--- config.mk ---
export PLATFORM = sky130hd
export DESIGN_NAME = halfadder_db
export DESIGN_NICKNAME = d
export VERILOG_FILES = /design/src/rtl/halfadder_db.sv
export SDC_FILE = /design/constraint.sdc
export NUM_CORES = 1
export LEC_CHECK = 0
export CORE_ASPECT_RATIO = 1.2
export CORE_MARGIN = 1.5
export CORE_UTILIZATION = 23
export DETAILED_ROUTE_END_ITERATION = 8
export PLACE_DENSITY = 0.51
export SETUP_SLACK_MARGIN = 0.1
export SLEW_MARGIN = 5
export SYNTH_ARGS = -nofsm -noshare
export SYNTH_HDL_FRONTEND = slang
export SYNTH_SLANG_ARGS = --single-unit
--- constraint.sdc ---
create_clock -name clk -period 2 [get_ports clk]
set_input_delay 0.2 -clock clk [delete_from_list [all_inputs] [get_ports clk]]
set_output_delay 0.2 -clock clk [all_outputs]
set_load 0.05 [all_outputs]
--- src/rtl/halfadder_db.sv ---
// rtl/halfadder_db.sv - half adder with registered shadow outputs, coverage and saturating counters
// Optional self-check output err is enabled by defining HALFADDER_DB_CHECK_EN.
module halfadder_db #(
    parameter int CNT_W = 8
) (
    input  logic             clk,
    input  logic             rst,
    input  logic             x,
    input  logic             y,
    output logic             sum,
    output logic             carry,
    output logic             sum_q,
    output logic             carry_q,
    output logic [3:0]       seen,
    output logic [CNT_W-1:0] carry_cnt,
    output logic [CNT_W-1:0] sum_cnt,
`ifdef HALFADDER_DB_CHECK_EN
    output logic             err,
`endif
    output logic             all_seen
);

    logic [3:0] seen_next;

    // Combinational path stays live with the clock idle and during reset.
    assign sum   = x ^ y;
    assign carry = x & y;

    always_comb begin
        seen_next = seen;
        seen_next[{x, y}] = 1'b1;
    end

    always_ff @(posedge clk) begin
        if (rst) begin
            sum_q     <= 1'b0;
            carry_q   <= 1'b0;
            seen      <= 4'b0000;
            all_seen  <= 1'b0;
            carry_cnt <= '0;
            sum_cnt   <= '0;
        end else begin
            sum_q    <= sum;
            carry_q  <= carry;
            seen     <= seen_next;
            all_seen <= &seen_next;
            if (carry && (carry_cnt != {CNT_W{1'b1}}))
                carry_cnt <= carry_cnt + 1'b1;
            if (sum && (sum_cnt != {CNT_W{1'b1}}))
                sum_cnt <= sum_cnt + 1'b1;
        end
    end

`ifdef HALFADDER_DB_CHECK_EN
    logic x_c;
    logic y_c;

    // Independent copy of the operands; sum_q/carry_q must always match a recompute from it.
    always_ff @(posedge clk) begin
        if (rst) begin
            x_c <= 1'b0;
            y_c <= 1'b0;
            err <= 1'b0;
        end else begin
            x_c <= x;
            y_c <= y;
            if ((sum_q != (x_c ^ y_c)) || (carry_q != (x_c & y_c)) || (sum_q & carry_q))
                err <= 1'b1;
        end
    end
`endif

endmodule

==> results.toml, run 1 <==
[yosys]
netlist_top_cells_area = "dfxtp_1 42%, ha_1 6.9%, nor2_1 4.5%"
synth-main-ff-cell = "dfxtp_1"
synth_xor_area_share_pct = 0
synth-adder-area-share_pct = 6.90
synth_mux_area_share_pct = 4.94
yosysTopAreaCell = "dfxtp_1"
synth_warnings = 0
synth_top_family_by_area = "simple AND/OR/NAND/NOR gates"
syn-cell-area_um2 = 1090
synthCells = 114
yosys.area_share.simple_pct = 25.1
synth_seq_area_share_pct = 42.3
syn_nets = 124
synthArstFlopShare_pct = 0
ys_seq_elements = 23
synth_edf_count = 0
synth.distinct_cells = 30
synth_compound_area_share_pct = 16.9
syn_area_per_cell_um2 = 9.55
synth_top_area_share_pct = 42.3

[routing]
drc_errors = 0
drt-pass1-iter-count = 4
drt-total-wl_um = 2500
viasPerCell = 4.70
drt-wirelength-per-cell_um = 12.3
drtIter0Drc = 56
num_vias = 955
antenna_left = 0

[setup_path]
crit_family = "buffers and inverters"
critPathKind = "reg -> out"
crit_fanout = 9
critPathBufInv = 1
start_kind = "register"
worstPathRequired_ns = 1.80
cpMaxStageDelayCell = "clkdlybuf4s50_1"
crit_chain = "clkdlybuf4s50_1"
worst_ep_arrival_time_ns = 1.58
end_kind = "primary output"
crit_path_max_incr_delay_ns = 0.85

[layout]
n_antenna_cell = 0
fin_util_pct = 33.1
layout-drive-gt1-share_pct = 12.4
seqCellArea_um2 = 460
areaGrowthSynthToFinish_pct = 38.6
multi_input_area_um2 = 586
layout_common_cells = "26 x clkdlybuf4s50_1, 23 x dfxtp_1, 13 x nor2_1, 9 x a21oi_1"
fillers = 487
layout_commonest_cell = "clkdlybuf4s50_1"
final_area_um2 = 1510
fin_nets = 156

[placed_design]
gp_congestion = 0.765
numPortBuffers = 28
place_area_um2 = 1460
hpwl_um = 1860

[sta]
period_needed_ns = 1.78
hold_slack_ns = 0.493
timing.fmax_mhz = 561
setup_viol = 0
slew_headroom_pct = 66.4
finalHoldViolCount = 0
tightest_slew_ns = 0.503
maxSlewViolCount = 0
skew_ns = 0.00108
rsz0062_at_grt = "false"
post-route-period-util_pct = 89.1

[floorplan]
placementRows = 27
dieHeight_um = 78.4
start_util_pct = 23.9
die_x_um = 65.8
io_pins = 29
dieArea_um2 = 5160
coreArea_um2 = 4560

[clock_tree]
clock-sinks = 23
clk_pin_slew_ns = 0.08
ctsHoldBuffers = 0
cts_made_buffers = 3
clock_path_buffers = 2
cts_tree = "built"
cts_root_buf = "clkbuf_8"
clk_latency_ns = 0.26
htree_num_levels = 1
cts_resized = 0
cts_setup_buffers = 0

[global_routing]
antenna_found_initial = 0
grt_use_total_pct = 9.86
grt_pass1_wl_um = 3950
overflow = 0
grt_max_degree = 28
grt_pass1_vias = 843

[power]
seq_power_share_pct = 50.9
p_int_mw = 0.691
clkPwrFrac_pct = 29.3
peakVddDrop_v = 0.000206
power.density_nw_per_um2 = 637
combPwrFrac_pct = 19.9
p_switching_mw = 0.269
p_leak_nw = 0.560
switching_share_pct = 28.0

[run]
cap_violations = 0

[run_status]
status = "finished, final reports clean"

[min_path]
hp-class = "reg -> reg"
-- cells by family after synthesis --
family                   count (synthesis)
AND/OR/NAND/NOR                         47
AO/OA/AOI/OAI                           25
flip-flops                              23
buffers and inverters                    8
adder cells (fa/ha/maj)                  6
multiplexers                             5
-- cell type report --
cell class	count	share of cell area [%]
inverter	2	0.498
tap	58	4.81
multi-input combinational	83	38.8
clock buffer	4	2.99
sequential	23	30.5
timing repair buffer	33	22.4
-- final timing paths --
path / start / end / slack (ns) / depth (start not counted)
setup / recovery: carry_cnt[3]$_SDFFE_PP0P_ / carry_cnt[3] / 0.22 / 1
hold / removal: seen[2]$_SDFF_PP0_ / seen[2]$_SDFF_PP0_ / 0.49 / 2
setup reg to reg: sum_cnt[0]$_SDFFE_PP0P_ / sum_cnt[0]$_SDFFE_PP0P_ / 0.43 / 4
hold reg to reg: seen[2]$_SDFF_PP0_ / seen[2]$_SDFF_PP0_ / 0.49 / 2
-- power by group through the flow --
| stage | Sequential [mW] | Clock (mW) | Combinational (mW) |
|---|---|---|---|
| after global placement | 0.499 | 0 | 0.189 |
| after CTS | 0.489 | 0.298 | 0.193 |
| final | 0.489 | 0.281 | 0.191 |
| after detailed placement | 0.500 | 0 | 0.193 |
| after global routing | 0.492 | 0.320 | 0.201 |
| after floorplan | 0.555 | 0 | 0.0638 |
-- Yosys cell counts (3+ instances only) --
| master | number |
|---|---|
| a211oi_1 | 4 |
| a21oi_1 | 9 |
| a311oi_1 | 3 |
| a31oi_1 | 3 |
| and3_1 | 4 |
| buf_2 | 3 |
| dfxtp_1 | 23 |
| ha_1 | 6 |
| nand2b_1 | 4 |
| nand4_1 | 3 |
| nor2_1 | 13 |
| nor2b_1 | 6 |
| nor3_1 | 5 |
-- per-stage QoR --
step	std cells	setup WS (ns)	total power, mW	TNS (ns)
after CTS	203	0.195	0.981	0
final	203	0.217	0.961	0
after floorplan	114	0.135	0.619	0
after detailed placement	199	-0.0399	0.692	-0.0399
after global placement	199	0.0314	0.688	0
after global routing	203	0.153	1.01	0
-- per-layer routing --
layer  wire length, µm  global-route usage (%)  up-vias
met4                34                    5.63        0
met2              1220                    16.5       21
met3               111                    1.86        2
met5                 0                       0        -
li1                  -                       -      483
met1              1130                    11.6      449
-- state kept, by name, summed over array words and instances (netlist names) --
name and flops:
sum_cnt 8, sum_q 1, carry_cnt 8, carry_q 1
all_seen 1, seen 4
-- worst min-delay path: stages (launching register included) --
cell and delay, ns:
dfxtp_1 0.34, nor2_1 0.05, nor2_1 0.07
Power figures use the tool's default switching activity.
==> run 2, diff against run 1 <==
- GPL_TIMING_DRIVEN: default -> 0
- SLEW_MARGIN: 5 -> 20
==> run 2 against run 1 <==
Power is 1.1% lower. Die area stayed put. Wire length is 0.32% higher. Cell count stayed put. Global-route usage is 0.77 points higher. Highest routed layer unchanged. Sequential share of layout area is 0.65 points higher. Clock skew is 0.0017 ns higher. Setup slack worse by 0.049 ns. Non-clock buffer count stayed put. Design area is 2.1% lower. Critical endpoint is now sum. Fmax is 2.7% lower.
==> results.toml, run 2 (same netlist as run 1, synthesis figures left out) <==
[power]
p_leak_nw = 0.548
power_mw = 0.950
peakVddDrop_v = 0.000251
power.density_nw_per_um2 = 643

[routing]
drt-wirelength-per-cell_um = 12.3
num_vias = 959
drt-pass1-iter-count = 4
drtIter0Drc = 63
antenna_left = 0
viasPerCell = 4.72
drt-total-wl_um = 2510
drc_errors = 0

[placed_design]
numPortBuffers = 27
hpwl_um = 1910
dpl_worst_slack_ns = -0.181
gp_congestion = 0.816
dp_cells = 199

[run_status]
status = "finished, final reports clean"

[global_routing]
grt_use_total_pct = 10.6
overflow = 0
grt_pass1_vias = 869
grt_max_degree = 13
grt_pass1_wl_um = 4180
antenna_found_initial = 0

[layout]
fin_nets = 156
layout-drive-gt1-share_pct = 11.0
layout_common_cells = "25 x clkdlybuf4s50_1, 23 x dfxtp_1, 13 x nor2_1, 9 x a21oi_1"
layout_commonest_cell = "clkdlybuf4s50_1"
seqCellArea_um2 = 460
multi_input_area_um2 = 586
areaGrowthSynthToFinish_pct = 35.7
n_antenna_cell = 0
largestRegisters = "carry_cnt x8, sum_cnt x8, seen x4"
finalNonFillerCells = 203
fillers = 481

[floorplan]
coreArea_um2 = 4560
dieArea_um2 = 5160
dieHeight_um = 78.4
start_util_pct = 23.9
die_x_um = 65.8
io_pins = 29
placementRows = 27

[clock_tree]
clk_latency_ns = 0.26
cts_made_buffers = 3
clock_path_buffers = 2
clk_pin_slew_ns = 0.08
cts_root_buf = "clkbuf_8"
cts_tree = "built"
clock-sinks = 23
cts_setup_buffers = 0
htree_num_levels = 1

[min_path]
min_delay_path_depth = 2
hp-class = "in -> reg"

[setup_path]
reg2reg_depth = 5
end_kind = "primary output"
crit_fanout = 3
r2r_slack_ns = 0.42
start_kind = "input port"
worst_ep_arrival_time_ns = 1.63
critPathKind = "in -> out"
worstPathRequired_ns = 1.80

[sta]
worst_slack_ns = 0.168
timing.fmax_mhz = 546
maxSlewViolCount = 0
skew_ns = 0.00277
post-route-period-util_pct = 91.6
slew_headroom_pct = 66.0
period_needed_ns = 1.83
tightest_slew_ns = 0.509
rsz0062_at_grt = "false"
setup_viol = 0
finalHoldViolCount = 0

[run]
cap_violations = 0
run 2: layout make-up:
type	instances	area share (%)
Timing Repair Buffer	27	18.2
Multi-Input combinational cell	83	39.6
Buffer	6	2.54
Clock buffer	4	3.05
Sequential cell	23	31.2
Tap cell	58	4.91
Inverter	2	0.508
run 2: power breakdown:
| part | leakage (nW) | total (mW) | switching (mW) | internal [mW] |
|---|---|---|---|---|
| registers | 0.187 | 0.490 | 0.0154 | 0.474 |
| clock network | 0.0228 | 0.286 | 0.144 | 0.142 |
| logic | 0.338 | 0.175 | 0.114 | 0.0613 |
| total | 0.548 | 0.950 | 0.273 | 0.678 |
run 2: timing repair:
item,4_1_cts,5_1_grt
hold buffers,0,0
gates resized for setup,2,3
pin swaps,0,1
endpoints found under the setup margin,3,2
run 2: worst paths after layout:
| path | start | endpoint |
|---|---|---|
| worst min register to register | seen[0]$_SDFF_PP0_ | seen[0]$_SDFF_PP0_ |
| worst max-delay path | x | sum |
| worst max register to register | sum_cnt[0]$_SDFFE_PP0P_ | sum_cnt[5]$_SDFFE_PP0P_ |
| worst min-delay path | rst | seen[1]$_SDFF_PP0_ |
run 2: metal layers:
layer	share of wire (%)	routed length, µm	vias up	GRT usage [%]
met1	43	1080	437	12.6
met4	2.4	60	0	5.63
met2	50	1260	32	17.8
li1	-	-	485	-
met5	0	0	-	0
met3	4.4	110	5	2.01
run 2: critical path, cell delays in order:
cell and delay [ns]:
clkdlybuf4s50_1 0.52, inv_1 0.08, ha_1 0.30, dlygate4sd2_1 0.53
run 2: metrics by stage:
step           util (%)  hold WS (ns)  cell area, µm²  setup TNS, ns
5_1_grt            32.4         0.378            1480              0
3_3_place_gp       31.4         0.468            1430         -0.339
2_1_floorplan         -         0.460            1090              0
4_1_cts            32.3         0.334            1470              0
6_report           32.4         0.322            1480              0
3_5_place_dp       31.4         0.479            1430         -0.458
==> run 3, diff against run 2 <==
- SKIP_LAST_GASP: default -> 1
==> results of run 3 <==
No change in the layout: final DEF, timing and power equal those of run 2.
